File: src/rtl/cpu_defs_pkg.sv
// Shared fetch/decode definitions: FSM state encoding, opcode constants and decoder control bit indices.
// Latency: n/a (types and constants only).
// Backpressure: n/a.
package cpu_defs_pkg;

    // Fetch FSM states, 2-bit encoding
    typedef enum logic [1:0] {
        S_IDLE = 2'd0,
        S_REQ  = 2'd1,
        S_HOLD = 2'd2
    } fetch_state_e;

    // Opcodes as seen in instr[31:26]
    localparam logic [5:0] OP_R    = 6'h00;
    localparam logic [5:0] OP_J    = 6'h02;
    localparam logic [5:0] OP_JAL  = 6'h03;
    localparam logic [5:0] OP_BEQ  = 6'h04;
    localparam logic [5:0] OP_BNE  = 6'h05;
    localparam logic [5:0] OP_ADDI = 6'h08;
    localparam logic [5:0] OP_LW   = 6'h23;
    localparam logic [5:0] OP_SW   = 6'h2B;

    // Decoder control vector bit positions; the decoder uses the same indices
    localparam int CTRL_PCW  = 0;
    localparam int CTRL_PCWC = 1;
    localparam int CTRL_PC_S = 2;
    localparam int CTRL_W    = 3;

    // Branch displacement: sign-extended 16-bit word offset, scaled to bytes
    function automatic logic [31:0] br_offset(input logic [15:0] imm);
        return {{14{imm[15]}}, imm, 2'b00};
    endfunction

    // Jump target: region bits of the link address plus the 26-bit word index
    function automatic logic [31:0] jump_target(input logic [31:0] link,
                                                input logic [25:0] idx);
        return {link[31:28], idx, 2'b00};
    endfunction

endpackage

File: src/rtl/pc_next.sv
// Next-PC selection: sequential PC+4, branch target or jump target from decoder control bits.
// Latency: purely combinational, zero cycles.
// Backpressure: none; the caller decides when next_pc is consumed.
module pc_next
    import cpu_defs_pkg::*;
(
    input  logic [31:0]       pc,
    input  logic [25:0]       instr_lo,
    input  logic [CTRL_W-1:0] ctrl,
    input  logic              cond_met,
    output logic [31:0]       pc_plus4,
    output logic [31:0]       next_pc
);

    logic        take;
    logic [31:0] br_tgt;
    logic [31:0] jump_tgt;

    // Target arithmetic wraps modulo 2^32; all targets stay word-aligned
    always_comb begin
        pc_plus4 = pc + 32'd4;
        br_tgt   = pc_plus4 + br_offset(instr_lo[15:0]);
        jump_tgt = jump_target(pc_plus4, instr_lo);
        take     = ctrl[CTRL_PCW] | (ctrl[CTRL_PCWC] & cond_met);
        next_pc  = pc_plus4;
        if (take) begin
            next_pc = ctrl[CTRL_PC_S] ? jump_tgt : br_tgt;
        end
    end

endmodule

File: src/rtl/fetch_unit.sv
// Instruction fetch: owns PC, fetches over req/ack, holds the word in an instruction register for the decoder.
// Latency: one idle cycle after reset, then >=1 cycle per fetch (ack in first request cycle) plus one hold cycle.
// Backpressure: instruction held with instr_valid until instr_ready; request held until imem_ack.
module fetch_unit
    import cpu_defs_pkg::*;
#(
    parameter logic [31:0] RESET_PC = 32'h0000_0000
) (
    input  logic        clk,
    input  logic        rst,
    output logic        imem_req,
    output logic [31:0] imem_addr,
    input  logic        imem_ack,
    input  logic [31:0] imem_rdata,
    output logic [31:0] instr,
    output logic [5:0]  op,
    output logic        instr_valid,
    input  logic        instr_ready,
    output logic [31:0] pc,
    output logic [31:0] pc_plus4,
    input  logic        pc_write,
    input  logic        pc_write_cond,
    input  logic        pc_src,
    input  logic        cond_met
);

    fetch_state_e state_q, state_d;
    logic [31:0]  pc_q, pc_d;
    logic [31:0]  instr_q, instr_d;

    logic [CTRL_W-1:0] ctrl;
    logic [31:0]       next_pc;

    // Pack decoder bits into the shared control vector layout
    always_comb begin
        ctrl            = '0;
        ctrl[CTRL_PCW]  = pc_write;
        ctrl[CTRL_PCWC] = pc_write_cond;
        ctrl[CTRL_PC_S] = pc_src;
    end

    pc_next u_pc_next (
        .pc       (pc_q),
        .instr_lo (instr_q[25:0]),
        .ctrl     (ctrl),
        .cond_met (cond_met),
        .pc_plus4 (pc_plus4),
        .next_pc  (next_pc)
    );

    // Next-state logic; acks outside S_REQ and controls outside the retiring cycle are ignored
    always_comb begin
        state_d = state_q;
        pc_d    = pc_q;
        instr_d = instr_q;
        unique case (state_q)
            S_IDLE: begin
                state_d = S_REQ;
            end
            S_REQ: begin
                if (imem_ack) begin
                    instr_d = imem_rdata;
                    state_d = S_HOLD;
                end
            end
            S_HOLD: begin
                if (instr_ready) begin
                    pc_d    = next_pc;
                    state_d = S_REQ;
                end
            end
            default: begin
                state_d = S_IDLE;
            end
        endcase
    end

    // Outputs decoded from state and registers only, so valid never depends on ready
    always_comb begin
        imem_req    = (state_q == S_REQ);
        instr_valid = (state_q == S_HOLD);
        imem_addr   = pc_q;
        pc          = pc_q;
        instr       = instr_q;
        op          = instr_q[31:26];
    end

    // State, PC and instruction registers; reset discards any same-cycle ack or redirect
    always_ff @(posedge clk) begin
        if (rst) begin
            state_q <= S_IDLE;
            pc_q    <= RESET_PC;
            instr_q <= '0;
        end else begin
            state_q <= state_d;
            pc_q    <= pc_d;
            instr_q <= instr_d;
        end
    end

endmodule

File: config.mk
export PLATFORM = sky130hd
export DESIGN_NAME = fetch_unit
export DESIGN_NICKNAME = d
export VERILOG_FILES = /design/src/rtl/cpu_defs_pkg.sv /design/src/rtl/pc_next.sv /design/src/rtl/fetch_unit.sv
export SDC_FILE = /design/constraint.sdc
export NUM_CORES = 1
export LEC_CHECK = 0
export CAP_MARGIN = 5
export CORE_AREA = 5 5 114 116
export CTS_BUF_LIST = sky130_fd_sc_hd__clkbuf_16
export CTS_CLUSTER_DIAMETER = 150
export DETAILED_ROUTE_END_ITERATION = 7
export DIE_AREA = 0 0 119 121
export PLACE_DENSITY = 0.91
export SLEW_MARGIN = 20
export SYNTH_ARGS = -nofsm -noshare
export SYNTH_HDL_FRONTEND = slang
export SYNTH_SLANG_ARGS = --single-unit
File: constraint.sdc
create_clock -name clk -period 3.9 [get_ports clk]
set_input_delay 0.78 -clock clk [delete_from_list [all_inputs] [get_ports clk]]
set_output_delay 0.78 -clock clk [all_outputs]
set_load 0.02 [all_outputs]
# Word level (Yosys, flattened, before mapping)
# Index checks and enable logic that the tools add are counted.
[totals]
regBits = 66
latch_bits = 0
ram_bits = 0
mem_bits_ro = 0
output_inout_bits = 136
wordCells = 20
memories = 0
[op_classes]
addsub = 2
mul = 0
div = 0
n_lt_le_gt_ge = 0
eq_ne = 4
shift = 0
n_mux = 5
bitwise = 2
reduce_logical = 4
[op_table]
columns = ["op", "count"]
rows = [
  ["2-to-1 mux 32 bit", 2],
  ["adder 32 x 3 -> 32 bit, second input constant", 1],
  ["adder 32 bit", 1],
  ["case mux 2 bit (3 select lines)", 1],
  ["AND reduction 2 bit", 3],
  ["2-to-1 mux 2 bit", 2],
  ["!= test 2 x 1 -> 1 bit, second input constant", 2],
  ["== test 2 x 1 -> 1 bit, second input constant", 1],
  ["== test 2 bit, second input constant", 1],
  ["logical NOT 2 bit", 1],
  ["AND 1 bit", 1],
  ["bitwise OR 1 bit", 1],
]

# Longest topological paths before layout
[depth]
word_depth = 4
depth_mapped = 17

# Cells and area by module
# A second synthesis with hierarchy kept.
[unflattened]
cells_unflattened = 746
hier_area_um2 = 6038.3
[modules_own_cells]
columns = ["module", "instances", "cells_per_inst", "area_each_um2", "seq_area_each_um2"]
rows = [
  ["fetch_unit", 1, 327, 3285.7, 1321.3],
  ["pc_next", 1, 419, 2752.6, 0.0],
]

# Least setup slack after synthesis
# No wires, ideal clock.
[synth_path]
path_type = "register to register"
startpoint = "reg pc_q[2] (netlist: imem_addr[2])"
endpoint = "reg pc_q[25] (netlist: imem_addr[25])"
setup_time_ns = 0.080
arrival_ns = 4.049
setup_slack_ns = -0.229
stages_incl_launch_ff = 17
path_buffers = 2
cell_sequence = "dfxtp_1 -> ha_1 -> and3_1 -> clkbuf_1 -> nand2_1 -> nor2_1 -> and3_1 -> xor2_1 -> ha_1 -> clkbuf_2 -> a21o_1 -> a221o_1 -> a21oi_2 -> a41oi_4 -> a2111oi_4 -> a221oi_2 -> a211oi_2"
[synth_between]
elab_chain_len = 4
[synth_rtl]
columns = ["element", "line", "rtl"]
rows = [
  ["start, declared", "fetch_unit.sv:28", "logic [31:0] pc_q, pc_d;"],
  ["start signal, assigned", "fetch_unit.sv:96", "pc_q <= pc_d;"],
  ["adder 32 x 3 -> 32 bit", "pc_next.sv:21", "pc_plus4 = pc + 32'd4;"],
  ["named net pc_plus4[12]", "fetch_unit.sv:20", "output logic [31:0] pc_plus4,"],
  ["adder 32 bit", "pc_next.sv:22", "br_tgt = pc_plus4 + br_offset(instr_lo[15:0]);"],
  ["2-to-1 mux 32 bit", "pc_next.sv:27", "next_pc = ctrl[CTRL_PC_S] ? jump_tgt : br_tgt;"],
  ["2-to-1 mux 32 bit", "pc_next.sv:26", "if (take) begin"],
]
# The timed path passes the listed nets, and every way through them passes these cells.
# A chain may end at the register's enable or synchronous reset.

# Worst setup path in the final report
[layout_path]
startpoint = "reg pc_q[2] (netlist: imem_addr[2])"
endpoint = "reg pc_q[29] (netlist: imem_addr[29])"
[layout_between]
elab_chain_len = 4
[layout_rtl]
columns = ["element", "line"]
rows = [
  ["adder 32 x 3 -> 32 bit *", "pc_next.sv:21"],
  ["adder 32 bit", "pc_next.sv:22"],
  ["2-to-1 mux 32 bit", "pc_next.sv:27"],
  ["2-to-1 mux 32 bit *", "pc_next.sv:26"],
]
# Mark *: on every way between the ends. The rest lies on a longest branch, timed or not.

==> summary.txt <==
Run status
  – Outcome: completed

Detailed routing
  – DR vias: 5844
  – DR WL/cell: 17.7 um
  – Post-detailed-route count of antenna-violating nets: 0
  – DRT Wirelength: 17.8 mm
  – Drt first pass iters: 6
  – Starting DRT DRC Count: 486
  – DRC: 0
  – Via-to-Cell Ratio: 5.80

Yosys
  – Post-synth EDFFs: 0
  – FFs w/ async S/R, synth: 0
  – Post-synthesis adder-cell area fraction: 0.0872
  – Seq cells post-synth: 64
  – Sequential share of the synthesized area: 0.237
  – Mux cell area share after synthesis: 0.00927
  – Post-Syn Area: 0.00540 mm2
  – Synth warnings: 0
  – Synth Flop Type: dfxtp_1
  – Synth Area in Simple Gates: 0.224
  – Mean post-synth cell area: 7.41 um2
  – Count of cell types in the netlist: 70
  – Syn Inst Count: 728
  – Largest family of logic cells by synthesized area: compound AO/OA/AOI/OAI gates
  – Post-synthesis compound-gate area fraction: 0.266
  – Xor/xnor share of the synthesized area: 0.0790

Place
  – Port Buf Inserts: 169
  – Hpwl dp: 13.5 mm
  – GPL Wtd Cong: 1.00
  – Placed inst area: 0.00701 mm2
  – Placed cells: 992

Clock network
  – Clk_lat worst skew: 330 ps
  – CTS tree: built
  – Clock buffer depth: 2
  – CTS root buffer: clkbuf_16
  – Postcts setup bufs: 0
  – CTS H-tree lvls: 3
  – Post-CTS Hold Buffers: 0
  – CTS resizes: 0
  – # clock sinks: 64
  – Num CTS Buffers: 9
  – Clock transition at the registers of the reported paths: 60 ps

Timing
  – Final period util: 0.961
  – Endpoints failing hold: 0
  – Slew HR: 0.539
  – Setup Skew: 9.72 ps
  – Achievable frequency: 267 MHz
  – Slew @ Worst Pin: 691 ps
  – Worst hold slack: 470 ps
  – Slew Limit Fails: 0
  – Tmin final: 3750 ps
  – # setup viols final: 0

Critical path
  – Max incr delay on CP: 410 ps
  – Worst Path Required: 4080 ps
  – WP data arrival: 3930 ps
  – CP Cell Sequence: ha_2, and3_4, nand2_1, nor2_1, and3_2, and3_1, o21a_1, ha_2, nand2_1, nor4_2, a221o_1, a21oi_2, a41oi_4, a211oi_4, a211o_1, o221ai_1
  – WS Path Type: reg -> reg
  – Capture point of the critical path: imem_addr[29]$_SDFFE_PP0P_
  – CP Buf/Inv Count: 0
  – FF-to-FF End: imem_addr[29]$_SDFFE_PP0P_
  – FF-to-FF Start: imem_addr[2]$_SDFFE_PP0P_
  – CP startpoint: imem_addr[2]$_SDFFE_PP0P_
  – CP delay by family, top: compound AO/OA/AOI/OAI gates
  – Worst Setup Start Kind: flip-flop
  – Crit-path slowest cell: a211oi_4
  – R2R setup slack: 150 ps
  – Critical Path Stages: 16
  – CP max FO: 8
  – Worst reg-to-reg path cell count: 16
  – Worst setup EP type: flip-flop

Global route
  – Largest net degree at the start of global routing: 60
  – Initial antenna violation count: 0
  – GRT Overall Usage: 0.235
  – Overflow left after global routing: 0
  – First-pass GRT wire length: 27.7 mm
  – Vias in the first global route: 5419

Final layout
  – Fillers: 1032
  – Synth-to-layout area growth: 36.6%
  – Post-route cell area: 0.00737 mm2
  – Share of cells above drive strength 1: 0.0836
  – Diode count: 0
  – Net total in the final layout: 933
  – Final non-filler cell total: 1008
  – Final core utilization: 0.624

Floorplanning
  – Core ar.: 0.0118 mm2
  – Die X: 119 um
  – Die area: 0.0144 mm2
  – Ports: 176
  – Row Count: 40
  – Starting Density: 0.457
  – Chip Height: 121 um

Pwr
  – Peak supply drop: 0.000201 V
  – Pwr dens: 261 mW/mm2
  – Leak: 2.87 nW

Hold path
  – HP Class: reg -> reg
  – Hold Path Depth: 2

Flow run
  – Max Cap Violations: 0
-- cells by family (layout without fill, tap and decap cells) --
logic type	after synthesis	count (layout)
XOR/XNOR	47	47
AND/OR/NAND/NOR	259	259
buffers and inverters	94	222
AO/OA/AOI/OAI	221	221
adder cells (fa/ha/maj)	37	37
multiplexers	5	5
other	1	6
flip-flops	64	64
-- metal layers --
layer,vias up,track usage,wire length [um]
met1,2669,0.318,7640
met4,0,0.104,618
met3,48,0.0517,1800
li1,2797,-,-
met5,-,0,0
met2,330,0.359,7780
-- final cells by class --
| class | instances | area (um2) | share of cell area |
|---|---|---|---|
| multi-input combinational | 575 | 3680 | 0.499 |
| timing repair buffer | 190 | 1840 | 0.250 |
| sequential | 64 | 1280 | 0.174 |
| clock buffer | 9 | 225 | 0.0305 |
| tap | 147 | 184 | 0.0249 |
| clock inverter | 7 | 96.3 | 0.0131 |
| inverter | 16 | 60.1 | 0.00815 |
-- worst min path at each step --
stage	start	slack (ps)	endpoint
global route	instr[19]$_SDFFE_PP0P_	510	instr[19]$_SDFFE_PP0P_
CTS	instr[26]$_SDFFE_PP0P_	470	instr[26]$_SDFFE_PP0P_
floorplan	imem_addr[3]$_SDFFE_PP0P_	520	imem_addr[3]$_SDFFE_PP0P_
finish	instr[26]$_SDFFE_PP0P_	470	instr[26]$_SDFFE_PP0P_
detailed placement	instr[29]$_SDFFE_PP0P_	470	instr[29]$_SDFFE_PP0P_
global placement	instr[26]$_SDFFE_PP0P_	460	instr[26]$_SDFFE_PP0P_
-- tightest hold or removal path: cells and delay by family (launching register included) --
family	cells	cell delay, ps
flops	1	320
simple gates	1	50
compound gates	1	50
-- synth_stat cells (all sizes together), types with 7 or more instances --
library cell  instances  area, um2
a21oi                93        469
nor3                 11       55.1
xor2                 17        149
nor2                 44        168
dfxtp                64       1280
a21o                 15        114
nand3                24        120
inv                  16       60.1
ha                   36        450
or3                   7       48.8
o21bai                7       52.6
buf                  49        348
nand4                 9       68.8
xnor2                29        254
nand2               125        469
o211ai               11       82.6
clkbuf               29        111
o21a                  8       60.1
nand2b                7       43.8
and3                  9       56.3
o21ai                34        170
-- where the power goes --
group / total (mW) / switching (mW) / internal [mW] / leakage, nW
combinational: 0.345 / 0.194 / 0.151 / 2.19
clock: 0.874 / 0.314 / 0.560 / 0.159
sequential: 0.704 / 0.0285 / 0.676 / 0.520
total: 1.92 / 0.536 / 1.39 / 2.87
-- through the flow --
step	setup slack (ps)	total power [mW]	TNS, ps
finish	154	1.92	0
CTS	61.2	1.93	0
global route	-22.5	1.99	-35.7
detailed placement	97.5	1.06	0
floorplan	27.9	0.916	0
global placement	248	1.05	0
-- cells in the final DEF, fill, tap and decap left out, types with 16 or more instances in the layout --
cell	netlist	final
a21oi_1	92	92
buf_4	43	21
clkdlybuf4s50_1	0	168
dfxtp_1	64	62
ha_1	36	34
inv_1	16	16
nand2_1	125	125
nand3_1	24	24
nor2_1	43	41
o21ai_0	34	34
xnor2_1	29	26
-- registers in the layout, indices dropped and copies added (netlist names) --
| register | flops |
|---|---|
| imem_addr | 30 |
| instr | 32 |
| state_q | 2 |
No activity file was read; power rests on OpenSTA's default activity.
